`src/rtl/keypad_matrix_emulator.sv`:
```
// Emulated 4x4 keypad: presses one key on command, with LFSR-driven contact bounce.
// Optional feature macro KEYPAD_EMU_BOUNCE_EN enables the make/break bounce windows.
module keypad_matrix_emulator #(
    parameter int          BOUNCE_CYCLES = 64,
    parameter int          HOLD_W        = 16,
    parameter logic [15:0] LFSR_SEED     = 16'hACE1
) (
    input  logic              clk,
    input  logic              reset,
    input  logic [3:0]        row,
    output logic [3:0]        col,
    input  logic              cmd_valid,
    output logic              cmd_ready,
    input  logic [3:0]        key_code,
    input  logic [HOLD_W-1:0] hold_cycles,
    output logic              busy,
    output logic              done,
    output logic [7:0]        scan_hits
);

    localparam logic [2:0] IDLE         = 3'd0;
    localparam logic [2:0] MAKE_BOUNCE  = 3'd1;
    localparam logic [2:0] HOLD         = 3'd2;
    localparam logic [2:0] BREAK_BOUNCE = 3'd3;
    localparam logic [2:0] RELEASE      = 3'd4;

    if (BOUNCE_CYCLES < 1) begin : g_bad_bounce
        $error("BOUNCE_CYCLES must be at least 1");
    end
    if (LFSR_SEED == 16'h0000) begin : g_bad_seed
        $error("LFSR_SEED must be nonzero");
    end

    // Returns {row, col} of a hex key on the physical keypad layout.
    function automatic logic [3:0] key_pos(input logic [3:0] k);
        case (k)
            4'h1:    key_pos = {2'd0, 2'd0};
            4'h2:    key_pos = {2'd0, 2'd1};
            4'h3:    key_pos = {2'd0, 2'd2};
            4'hA:    key_pos = {2'd0, 2'd3};
            4'h4:    key_pos = {2'd1, 2'd0};
            4'h5:    key_pos = {2'd1, 2'd1};
            4'h6:    key_pos = {2'd1, 2'd2};
            4'hB:    key_pos = {2'd1, 2'd3};
            4'h7:    key_pos = {2'd2, 2'd0};
            4'h8:    key_pos = {2'd2, 2'd1};
            4'h9:    key_pos = {2'd2, 2'd2};
            4'hC:    key_pos = {2'd2, 2'd3};
            4'hE:    key_pos = {2'd3, 2'd0};
            4'h0:    key_pos = {2'd3, 2'd1};
            4'hF:    key_pos = {2'd3, 2'd2};
            default: key_pos = {2'd3, 2'd3};
        endcase
    endfunction

    logic [2:0]        state_reg, state_next;
    logic [1:0]        key_row_reg, key_col_reg;
    logic [HOLD_W-1:0] hold_cnt_reg;
    logic              row_q_reg;
    logic [7:0]        scan_hits_reg;
    logic              accept, contact, bounce_last, hold_last, row_bit;
    logic [3:0]        key_pos_in;
    logic [1:0]        sel_row;

    assign accept     = cmd_valid && cmd_ready;
    assign key_pos_in = key_pos(key_code);
    assign hold_last  = (state_reg == HOLD) && (hold_cnt_reg == HOLD_W'(1));
    assign row_bit    = row[key_row_reg];

`ifdef KEYPAD_EMU_BOUNCE_EN
    localparam int               CNT_W       = $clog2(BOUNCE_CYCLES) + 1;
    localparam logic [CNT_W-1:0] BOUNCE_LAST = CNT_W'(BOUNCE_CYCLES - 1);
    localparam logic [2:0]       AFTER_IDLE  = MAKE_BOUNCE;
    localparam logic [2:0]       AFTER_HOLD  = BREAK_BOUNCE;

    logic [CNT_W-1:0] bounce_cnt_reg;
    logic [15:0]      lfsr_reg;
    logic             in_bounce;

    assign in_bounce   = (state_reg == MAKE_BOUNCE) || (state_reg == BREAK_BOUNCE);
    assign bounce_last = (bounce_cnt_reg == '0);
    assign contact     = (state_reg == HOLD) || (in_bounce && lfsr_reg[0]);

    // The LFSR free-runs across presses so each press bounces differently.
    always_ff @(posedge clk or negedge reset) begin
        if (!reset) begin
            bounce_cnt_reg <= '0;
            lfsr_reg       <= LFSR_SEED;
        end else begin
            if (accept || hold_last)
                bounce_cnt_reg <= BOUNCE_LAST;
            else if (in_bounce)
                bounce_cnt_reg <= bounce_cnt_reg - CNT_W'(1);
            if (in_bounce)
                lfsr_reg <= {1'b0, lfsr_reg[15:1]} ^ (lfsr_reg[0] ? 16'hB400 : 16'h0000);
        end
    end
`else
    localparam logic [2:0] AFTER_IDLE = HOLD;
    localparam logic [2:0] AFTER_HOLD = RELEASE;

    assign bounce_last = 1'b1;
    assign contact     = (state_reg == HOLD);
`endif

    always_comb begin
        state_next = state_reg;
        case (state_reg)
            IDLE:         if (accept) state_next = AFTER_IDLE;
            MAKE_BOUNCE:  if (bounce_last) state_next = HOLD;
            HOLD:         if (hold_last) state_next = AFTER_HOLD;
            BREAK_BOUNCE: if (bounce_last) state_next = RELEASE;
            RELEASE:      state_next = IDLE;
            default:      state_next = IDLE;
        endcase
    end

    // On accept, track the new key's row so the first pressed cycle sees a valid history.
    assign sel_row = accept ? key_pos_in[3:2] : key_row_reg;

    always_ff @(posedge clk or negedge reset) begin
        if (!reset) begin
            state_reg     <= IDLE;
            key_row_reg   <= 2'd0;
            key_col_reg   <= 2'd0;
            hold_cnt_reg  <= HOLD_W'(1);
            row_q_reg     <= 1'b0;
            scan_hits_reg <= 8'd0;
        end else begin
            state_reg <= state_next;
            row_q_reg <= row[sel_row];
            if (accept) begin
                key_row_reg   <= key_pos_in[3:2];
                key_col_reg   <= key_pos_in[1:0];
                hold_cnt_reg  <= (hold_cycles == '0) ? HOLD_W'(1) : hold_cycles;
                scan_hits_reg <= 8'd0;
            end else begin
                if (state_reg == HOLD)
                    hold_cnt_reg <= hold_cnt_reg - HOLD_W'(1);
                if (contact && row_bit && !row_q_reg && (scan_hits_reg != 8'hFF))
                    scan_hits_reg <= scan_hits_reg + 8'd1;
            end
        end
    end

    assign col       = (contact && row_bit) ? (4'b0001 << key_col_reg) : 4'b0000;
    assign cmd_ready = (state_reg == IDLE);
    assign busy      = !cmd_ready;
    assign done      = (state_reg == RELEASE);
    assign scan_hits = scan_hits_reg;

endmodule

```
`config.mk`:
```
export PLATFORM = sky130hd
export DESIGN_NAME = keypad_matrix_emulator
export DESIGN_NICKNAME = d
export VERILOG_FILES = /design/src/rtl/keypad_matrix_emulator.sv
export SDC_FILE = /design/constraint.sdc
export NUM_CORES = 1
export LEC_CHECK = 0
export BUFFER_PORTS_ARGS = -buffer_cell sky130_fd_sc_hd__buf_2
export CAP_MARGIN = 20
export CORE_ASPECT_RATIO = 1.5
export CORE_MARGIN = 5
export CORE_UTILIZATION = 48
export DETAILED_ROUTE_END_ITERATION = 6
export GPL_ROUTABILITY_DRIVEN = 0
export PLACE_DENSITY = 0.75
export SLEW_MARGIN = 10
export SYNTH_ARGS = -nofsm -noshare
export SYNTH_HDL_FRONTEND = slang
export SYNTH_SLANG_ARGS = --single-unit
```
`constraint.sdc`:
```
create_clock -name clk -period 1.8 [get_ports clk]
set_input_delay 0.09 -clock clk [delete_from_list [all_inputs] [get_ports clk]]
set_output_delay 0.09 -clock clk [all_outputs]
set_load 0.02 [all_outputs]
```
==> run_results.csv <==
group,metric,value,unit
sta,slew_violations,0,
placement,io_buffers,41,
setup_path,required,2.00,ns
synth,syn_area,0.00179,mm2
final_layout,largest_reg_flops,16,
synth,yosys_warnings,0,
synth,synth_common_cells,"dfrtp_1, nand2_1, nor2_1",
synth,syn_nets,225,
global_route,met1_usage,0.216,
cts,cts_tree,"done",
cts,clock-root-buffer,"clkbuf_8",
synth,ys_types,48,
synth,synthCells,195,
sta,fmax,541,MHz
floorplanning,start_util,0.492,
cts,path_clk_slew,0.07,ns
sta,setup_viol,1,
sta,rsz0062_at_grt,"yes",
setup_path,ff2ff_path_depth,5,
synth,synth_area_leaders,"dfrtp_1, nand2_1, nor2_1, o21ai_0, xnor2_1",
flow_run,maxCapViolations,0,
sta,fin_skew,0.0117,ns
placement,place_ws,-0.0336,ns
global_route,use_met2,0.334,
synth,synth-async-reset-ratio,1.00,
power,ir_drop,0.733,mV
global_route,grt_pass1_wl,7490,um
synth,avgSynthCellArea,9.20,um2
sta,relSlewSlack,0.537,
cts,cts_sinks,31,
placement,hpwl,3120,um
setup_path,arrival,2.05,ns
sta,tightest_slew,0.695,ns
final_layout,nets,288,
route,firstDrtPassIters,4,
synth,synth_edf_count,0,
route,wl_per_cell,14.7,um
setup_path,reg2reg_slack,-0.05,ns
global_route,antenna_found_initial,0,
cts,cts_buffers,5,
final_layout,syn2layout_area_growth,30.3,%
final_layout,drive_above_1_share,0.351,
run_status,violations,"negative setup slack",
floorplanning,coreArea,0.00365,mm2
floorplanning,die_h,84.9,um
global_route,top_usage_layer,"met2",
route,drt-total-wl,4430,um
floorplanning,die_area,0.00509,mm2
power,p_leak,1.02,nW
sta,period_minus_slack,1.85,ns
power,p_per_area,1040,mW/mm2
synth,yosysMostFrequentCell,"dfrtp_1",
cts,clock_path_buffers,2,
sta,final-hold-violation-count,0,
route,antenna_left,0,
min_path,whs_endpoint,"hold_cnt_reg[11]",
cts,worstSkewPairLatency,0.29,ns
route,routed_via_density,5.56,
synth,yosys.area.top_type,"dfrtp_1",
setup_path,regToRegStartpoint,"hold_cnt_reg[9]",
synth,synth_top_cell_area_share,0.418,
min_path,hold_depth,3,
run_status,status,"complete, but fails checks",
sta,finalWorstSetupSlack,-0.0481,ns
final_layout,fin_area,0.00234,mm2
sta,post-route-period-util,1.03,
setup_path,worst_setup_path_end_kind,"flip-flop",
sta,holdWs,0.0192,ns
setup_path,cp_max_fo,2,
global_route,grt_pass1_vias,1745,
final_layout,n_antenna_cell,0,
cts,h-tree-depth,2,
setup_path,crit_type,"reg2reg",
route,drc,0,
floorplanning,rows,27,
global_route,grt_usage,0.189,
min_path,hp-start,"hold_cycles[11]",
placement,dpl_cell_area,0.00212,mm2
setup_path,cp-start-kind,"flip-flop",
floorplanning,io_pins,42,
global_route,gr-total-overflow,0,
route,drtIter0Drc,61,
synth,ys.flop_type,"dfrtp_1",
global_route,grtUsageMet3,0.0441,
synth,synth_seq_area_share,0.433,
synth,ys_ff_latch,31,
global_route,grt_max_degree,32,
min_path,hp-class,"in2reg",
setup_path,r2r_end,"hold_cnt_reg[13]",
route,via_count,1679,
floorplanning,die_width,59.9,um
## routing by layer
layer / vias to the layer above / wire, um
met3: 11 / 192
met5: - / 0
met2: 38 / 2420
met1: 801 / 1740
met4: 0 / 87
li1: 829 / -
## placed cells by master (no fill, tap or decap), types with 2 or more instances in the layout
cell type	count
or4_4	2
nand3_1	7
xor2_1	6
nor2b_1	4
o211ai_1	2
nor3b_1	2
inv_1	4
buf_2	41
nor3_2	2
nand2b_1	2
xnor2_1	8
ha_1	3
clkbuf_8	6
mux2i_1	5
nand4_1	5
dfrtp_1	26
nand2_1	23
nor4_1	5
nor2_1	21
buf_4	19
or3_1	5
o21ai_0	16
nor3_1	4
nor3_4	2
dfrtp_2	4
a21oi_1	5
## layout make-up
cell class,count,area [um2]
tap,43,53.8
sequential,31,782
timing repair buffer,61,358
clock buffer,7,86.3
inverter,4,15.0
clock inverter,1,5.00
fill,330,1310
multi-input combinational,155,1040
## how the worst max path moves through the flow
stage | slack [ns] | end | depth (start not counted) | from
detailed placement | -0.03 | hold_cnt_reg[15] | 6 | hold_cnt_reg[8]
global route | -0.10 | hold_cnt_reg[13] | 5 | hold_cnt_reg[9]
floorplan | 0.02 | scan_hits[7] | 6 | scan_hits[1]
finish | -0.05 | hold_cnt_reg[13] | 5 | hold_cnt_reg[9]
CTS | -0.001 | hold_cnt_reg[13] | 5 | hold_cnt_reg[9]
global placement | 0.04 | hold_cnt_reg[13] | 5 | hold_cnt_reg[9]
## metrics by stage
step	setup TNS (ns)	cells	utilization	power (W)
after floorplan	0	195	-	0.00149
after global placement	0	287	0.582	0.00179
after detailed placement	-0.0556	287	0.582	0.00181
after CTS	-0.00137	298	0.618	0.00241
after global routing	-0.268	302	0.641	0.00260
final	-0.0481	302	0.641	0.00244
## report_power, final
group / total (W) / switching [W] / leakage (nW) / internal [W]
combinational: 0.000835 / 0.000417 / 0.606 / 0.000418
clock: 0.000566 / 0.000258 / 0.0482 / 0.000308
sequential: 0.00104 / 0.000165 / 0.366 / 0.000874
total: 0.00244 / 0.000840 / 1.02 / 0.00160
## cell families after synthesis
logic type | count (synthesis) | synth area share
AOI/OAI and AO/OA | 35 | 0.121
DFF | 31 | 0.433
and+or+nand+nor | 96 | 0.284
adders and majority gates | 3 | 0.0209
xor gates and xnor gates | 15 | 0.0732
muxes | 6 | 0.0404
buffers and inverters | 9 | 0.0272
## worst max-delay path: stages (launching register included)
cell      delay, ns
dfrtp_1        0.40
or4_4          0.54
or3_4          0.38
nor3_4         0.20
nor3_2         0.06
a211oi_2       0.19
## repair_timing
| action | 4_1_cts | 5_1_grt |
|---|---|---|
| endpoints found under the hold margin | 30 | 0 |
| hold buffers | 1 | 0 |
| buffers inserted | 2 | 4 |
| resized for setup | 4 | 13 |
| endpoints found under the setup margin | 8 | 14 |
| pin swaps | 4 | 8 |
No activity file was read; power rests on OpenSTA's default activity.
